`src/rtl/mem_ctrl_pkg.sv`:
```
// mem_ctrl_pkg: bus widths, state and access-width encodings shared by the memory controller.
package mem_ctrl_pkg;
    localparam int ADDR_W     = 32;
    localparam int DATA_W     = 32;
    localparam int RAM_ADDR_W = 32;
    localparam int RAM_DATA_W = 8;
    localparam logic [1:0] WIDTH_BYTE = 2'd0;
    localparam logic [1:0] WIDTH_HALF = 2'd1;
    localparam logic [1:0] WIDTH_WORD = 2'd2;
    typedef enum logic [1:0] {MEM_IDLE, MEM_READ, MEM_WRITE, MEM_DONE} mem_state_e;
    function automatic logic [2:0] width_bytes(input logic [1:0] w);
        return w == WIDTH_BYTE ? 3'd1 : w == WIDTH_HALF ? 3'd2 : 3'd4;
    endfunction
endpackage

```
`src/rtl/mem_ctrl.sv`:
```
// mem_ctrl: arbitrates fetch and data requests onto a byte-wide synchronous RAM, serialising accesses into byte cycles.
module mem_ctrl
    import mem_ctrl_pkg::*;
(
    input  logic                  clk,
    input  logic                  rst,
    input  logic                  inst_fe,
    input  logic [ADDR_W-1:0]     inst_fpc,
    output logic [DATA_W-1:0]     inst,
    output logic                  inst_ok,
    output logic [ADDR_W-1:0]     inst_pc,
    input  logic                  d_re,
    input  logic                  d_we,
    input  logic [ADDR_W-1:0]     d_addr,
    input  logic [DATA_W-1:0]     d_wdata,
    input  logic [1:0]            d_width,
    output logic [DATA_W-1:0]     d_rdata,
    output logic                  d_ok,
    input  logic [RAM_DATA_W-1:0] ram_din,
    output logic [RAM_DATA_W-1:0] ram_dout,
    output logic [RAM_ADDR_W-1:0] ram_a,
    output logic                  ram_wr
);
    mem_state_e state_q, state_d;
    logic own_d_q, own_d_d, inst_ok_q, inst_ok_d, d_ok_q, d_ok_d, ram_wr_q, ram_wr_d;
    logic [2:0] n_q, n_d, cnt_q, cnt_d;
    logic [1:0] bi;
    logic [ADDR_W-1:0] addr_q, addr_d, inst_pc_q, inst_pc_d;
    logic [DATA_W-1:0] wdata_q, wdata_d, asm_q, asm_d, asm_nxt, inst_q, inst_d, d_rdata_q, d_rdata_d;
    logic [RAM_ADDR_W-1:0] ram_a_q, ram_a_d;
    logic [RAM_DATA_W-1:0] ram_dout_q, ram_dout_d;

    always_comb begin
        state_d    = state_q;
        own_d_d    = own_d_q;
        addr_d     = addr_q;
        n_d        = n_q;
        cnt_d      = cnt_q;
        wdata_d    = wdata_q;
        asm_d      = asm_q;
        inst_d     = inst_q;
        inst_pc_d  = inst_pc_q;
        d_rdata_d  = d_rdata_q;
        inst_ok_d  = 1'b0;
        d_ok_d     = 1'b0;
        ram_wr_d   = 1'b0;
        ram_a_d    = '0;
        ram_dout_d = '0;
        // ram_din in cycle cnt carries the byte addressed in cycle cnt-1
        bi         = cnt_q[1:0] - 2'd1;
        asm_nxt    = asm_q;
        asm_nxt[{bi, 3'b000} +: 8] = ram_din;
        case (state_q)
            MEM_IDLE: if (d_re || d_we || inst_fe) begin
                own_d_d    = d_re || d_we;
                addr_d     = own_d_d ? d_addr : inst_fpc;
                n_d        = own_d_d ? width_bytes(d_width) : 3'd4;
                wdata_d    = d_wdata;
                asm_d      = '0;
                cnt_d      = '0;
                ram_a_d    = addr_d;
                ram_wr_d   = d_we;
                ram_dout_d = d_we ? d_wdata[7:0] : '0;
                state_d    = d_we ? MEM_WRITE : MEM_READ;
            end
            MEM_READ: begin
                cnt_d = cnt_q + 3'd1;
                if (cnt_q != 3'd0) asm_d = asm_nxt;
                if (cnt_q == n_q) begin
                    state_d   = MEM_DONE;
                    cnt_d     = '0;
                    inst_ok_d = !own_d_q;
                    d_ok_d    = own_d_q;
                    inst_d    = own_d_q ? inst_q : asm_nxt;
                    inst_pc_d = own_d_q ? inst_pc_q : addr_q;
                    d_rdata_d = own_d_q ? asm_nxt : d_rdata_q;
                end else if (cnt_d < n_q) begin
                    ram_a_d = addr_q + {29'd0, cnt_d};
                end
            end
            MEM_WRITE: begin
                cnt_d = cnt_q + 3'd1;
                if (cnt_d == n_q) begin
                    state_d = MEM_DONE;
                    cnt_d   = '0;
                    d_ok_d  = 1'b1;
                end else begin
                    ram_a_d    = addr_q + {29'd0, cnt_d};
                    ram_wr_d   = 1'b1;
                    ram_dout_d = wdata_q[{cnt_d[1:0], 3'b000} +: 8];
                end
            end
            default: state_d = MEM_IDLE;
        endcase
    end

    always_ff @(posedge clk) begin
        if (rst) begin
            state_q    <= MEM_IDLE;
            own_d_q    <= 1'b0;
            addr_q     <= '0;
            n_q        <= '0;
            cnt_q      <= '0;
            wdata_q    <= '0;
            asm_q      <= '0;
            inst_q     <= '0;
            inst_pc_q  <= '0;
            d_rdata_q  <= '0;
            inst_ok_q  <= 1'b0;
            d_ok_q     <= 1'b0;
            ram_wr_q   <= 1'b0;
            ram_a_q    <= '0;
            ram_dout_q <= '0;
        end else begin
            state_q    <= state_d;
            own_d_q    <= own_d_d;
            addr_q     <= addr_d;
            n_q        <= n_d;
            cnt_q      <= cnt_d;
            wdata_q    <= wdata_d;
            asm_q      <= asm_d;
            inst_q     <= inst_d;
            inst_pc_q  <= inst_pc_d;
            d_rdata_q  <= d_rdata_d;
            inst_ok_q  <= inst_ok_d;
            d_ok_q     <= d_ok_d;
            ram_wr_q   <= ram_wr_d;
            ram_a_q    <= ram_a_d;
            ram_dout_q <= ram_dout_d;
        end
    end

    assign inst     = inst_q;
    assign inst_pc  = inst_pc_q;
    assign inst_ok  = inst_ok_q;
    assign d_rdata  = d_rdata_q;
    assign d_ok     = d_ok_q;
    assign ram_a    = ram_a_q;
    assign ram_dout = ram_dout_q;
    assign ram_wr   = ram_wr_q;
endmodule

```
`config.mk`:
```
export PLATFORM = sky130hd
export DESIGN_NAME = mem_ctrl
export DESIGN_NICKNAME = d
export VERILOG_FILES = /design/src/rtl/mem_ctrl_pkg.sv /design/src/rtl/mem_ctrl.sv
export SDC_FILE = /design/constraint.sdc
export NUM_CORES = 1
export LEC_CHECK = 0
export CORE_AREA = 2 2 124 175
export CTS_BUF_LIST = sky130_fd_sc_hd__clkbuf_4 sky130_fd_sc_hd__clkbuf_8
export DETAILED_ROUTE_END_ITERATION = 8
export DIE_AREA = 0 0 126 177
export GPL_ROUTABILITY_DRIVEN = 0
export GPL_TIMING_DRIVEN = 1
export PLACE_DENSITY = 0.77
export SLEW_MARGIN = 10
export SYNTH_ARGS = -nofsm -noshare
export SYNTH_HDL_FRONTEND = slang
export SYNTH_SLANG_ARGS = --single-unit
```
`constraint.sdc`:
```
create_clock -name clk -period 3.4 [get_ports clk]
set_clock_uncertainty 0.1 [all_clocks]
set_input_delay 0.51 -clock clk [delete_from_list [all_inputs] [get_ports clk]]
set_output_delay 0.51 -clock clk [all_outputs]
set_load 0.02 [all_outputs]
```
==> results of run 1 <==
worst paths after layout:
path / start / endpoint
worst max-delay path: cnt_q[0]$_SDFFE_PP0P_ / ram_a[22]$_SDFF_PP0_
worst min register to register: wdata_q[3]$_SDFFE_PP0P_ / wdata_q[3]$_SDFFE_PP0P_
worst min-delay path: rst / addr_q[0]$_SDFFE_PP0P_
worst max register to register: cnt_q[0]$_SDFFE_PP0P_ / ram_a[22]$_SDFF_PP0_
area by class of cell:
cell class / instances / area, sq um
Clock buffer: 54 / 681
Antenna cell: 2 / 5.00
Timing Repair Buffer: 268 / 2690
Tap cell: 260 / 325
Fill cell: 1829 / 7240
Multi-Input combinational cell: 898 / 4900
Inverter: 15 / 56.3
Clock inverter: 6 / 32.5
Sequential cell: 244 / 4880
where the power goes:
group / switching (uW) / leakage, uW / internal (uW)
clock: 1080 / 0.000382 / 1280
sequential: 413 / 0.00199 / 3420
combinational: 1960 / 0.00253 / 1350
logic make-up (layout without fill, tap and decap cells):
| group | after synthesis | count (layout) | share of synthesized area [%] |
|---|---|---|---|
| flops | 244 | 244 | 47.9 |
| xor+xnor | 16 | 16 | 1.37 |
| mux | 14 | 14 | 2.43 |
| fa+ha+maj | 17 | 17 | 2.16 |
| compound gates | 338 | 338 | 19.5 |
| simple gates | 513 | 513 | 22.1 |
| buf+inv | 114 | 343 | 4.57 |
| other cells | 0 | 2 | 0 |
cell usage after synthesis, types with 8 or more instances:
cell / count
a211oi_1: 65
a21oi_1: 204
a22oi_1: 17
buf_1: 9
buf_2: 17
clkbuf_1: 69
dfxtp_1: 244
ha_1: 16
inv_1: 14
mux4_2: 8
nand2_1: 248
nand3_1: 12
nor2_1: 141
nor2b_1: 25
nor3_1: 35
nor4_1: 15
o21ai_0: 8
o21ai_1: 11
o31a_1: 13
xor2_1: 10
per-layer routing:
metal / GRT usage [%] / wire [um] / vias to the layer above
met2: 48.6 / 16000 / 346
met1: 29.7 / 11600 / 4597
met4: 10.9 / 1080 / 0
li1: - / - / 4748
met5: 0 / 0 / -
met3: 4.02 / 1760 / 66
flip-flops by register name (all words and copies together) (netlist names):
signal    count
addr_q       32
asm_q        32
d_rdata      32
inst         32
inst_pc      32
ram_a        32
wdata_q      32
ram_dout      8
cnt_q         3
n_q           3
state_q       2
d_ok          1
inst_ok       1
own_d_q       1
ram_wr        1
worst register-to-register path: stages (launching register included):
cell	delay, ns
dfxtp_1	0.53
inv_1	0.19
ha_1	0.40
buf_4	0.29
ha_1	0.31
nor2b_1	0.14
o21a_1	0.20
o31ai_4	0.17
buf_4	0.35
o21ai_0	0.16
a21oi_1	0.16
metrics by stage:
step / instance area (sq um) / setup slack [ns] / power [uW]
3_5_place_dp: 12900 / 0.375 / 7190
5_1_grt: 13600 / 0.0612 / 10000
6_report: 13600 / 0.301 / 9500
4_1_cts: 13600 / 0.331 / 9540
3_3_place_gp: 12900 / 0.509 / 7120
2_1_floorplan: 10200 / 0.410 / 5780
==> flow_summary.ini, run 1 <==
[cells_and_area]
fin_nets = 1592
final_cells = 1747
final_cell_mix = 248 x nand2_1, 248 x clkdlybuf4s50_1, 244 x dfxtp_1
synthToLayoutAreaGrowth_pct = 32.9
layout-drive-gt1-share_pct = 7.21
postLayoutCoreUtil_pct = 65.2

[drt]
vias_per_cell = 5.59
ant_nets = 0
wirelength_um = 30400
drc_errors = 0
drt_first_pass_iters = 7
num_vias = 9757
wl_per_cell_um = 17.4
first_iter_violations = 622

[critical_path]
crit_chain = inv_1, ha_1, buf_4, ha_1, nor2b_1, o21a_1, o31ai_4, buf_4, o21ai_0, a21oi_1
max_stage_delay_ns = 0.53
crit_family = buffers and inverters
cp_max_fo = 30
crit_path_end_kind = flip-flop
rrSetupSlack_ns = 0.30
path_class = reg -> reg
arrival_ns = 3.43
cp.required_ns = 3.73
crit_slowest_cell = dfxtp_1
cp_num_buf_inv = 3
rr_worst_depth = 10
cp-start-kind = flip-flop
path_depth = 10

[clocking]
cts_tree = built
insertion_delay_ns = 0.52
cts.path.max_buffers = 3
hold_buffers = 0
cts-resized-gates = 0
post_cts_buffers = 0
clkTransAtPathRegs_ns = 0.06
cts_sinks = 244
cts_buffers = 37
clockRootBuffer = clkbuf_8
cts_htree_levels = 2

[logic_synthesis]
synth.top_cell.area_share_pct = 47.9
yosysTopAreaCell = dfxtp_1
synth_cell_type_count = 55
ys_seq_area_share_pct = 47.9
syn-num-nets = 1384
synth_area_per_cell_sq_um = 8.13
synth.area.top_cells = dfxtp_1 48%, a21oi_1 10%, nand2_1 9.1%
synth-seq-cells = 244
async_flop_share_pct = 0
synthFlopType = dfxtp_1
synth_edf_count = 0
netlist_area_sq_um = 10200
syn_inst = 1256
yosysWarnings = 0

[sta]
min_period_ns = 3.10
relSlewSlack_pct = 37.4
setup_viol = 0
finalMaxSlewViolations = 0
tightestPinTransition_ns = 0.915
finalHoldViolations = 0
rsz0062_at_grt = no
holdWs_ns = 0.272
fmax_mhz = 323
period_share_pct = 91.2
tns_ns = 0

[place]
io_buffers = 249
place.detailed.instances = 1685
hpwl_um = 21000

[global_routing]
grt_max_degree = 161
overflow = 0
grt_first_pass_wirelength_um = 47700
first_global_vias = 9360
grt_usage_pct = 26.2
antenna_found_initial = 1

[floorplanning]
die_y_um = 177
rows = 63
die_w_um = 126
core_area_sq_um = 20800
ios = 250
start_util_pct = 49.1
die-area_sq_um = 22300

[pwr]
p_leak_uw = 0.00491
vdd_drop_max_uv = 426
power.density_nw_per_um2 = 700

[min_path]
min_path_cells = 2
hold_path_class = in -> reg

[flow_run]
maxCapViolations = 0

[run_status]
status = complete, no violations
(Power assumes the default switching activity.)
==> run 2, diff against run 1 <==
--- a/config.mk
+++ b/config.mk
@@ -9,7 +9,7 @@
 export CTS_BUF_LIST = sky130_fd_sc_hd__clkbuf_4 sky130_fd_sc_hd__clkbuf_8
 export DETAILED_ROUTE_END_ITERATION = 8
 export DIE_AREA = 0 0 126 177
-export GPL_ROUTABILITY_DRIVEN = 0
+export GPL_ROUTABILITY_DRIVEN = 1
 export GPL_TIMING_DRIVEN = 1
 export PLACE_DENSITY = 0.77
 export SLEW_MARGIN = 10
==> results of run 2 <==
The final DEF is identical to that of run 1; final timing and power are the same.
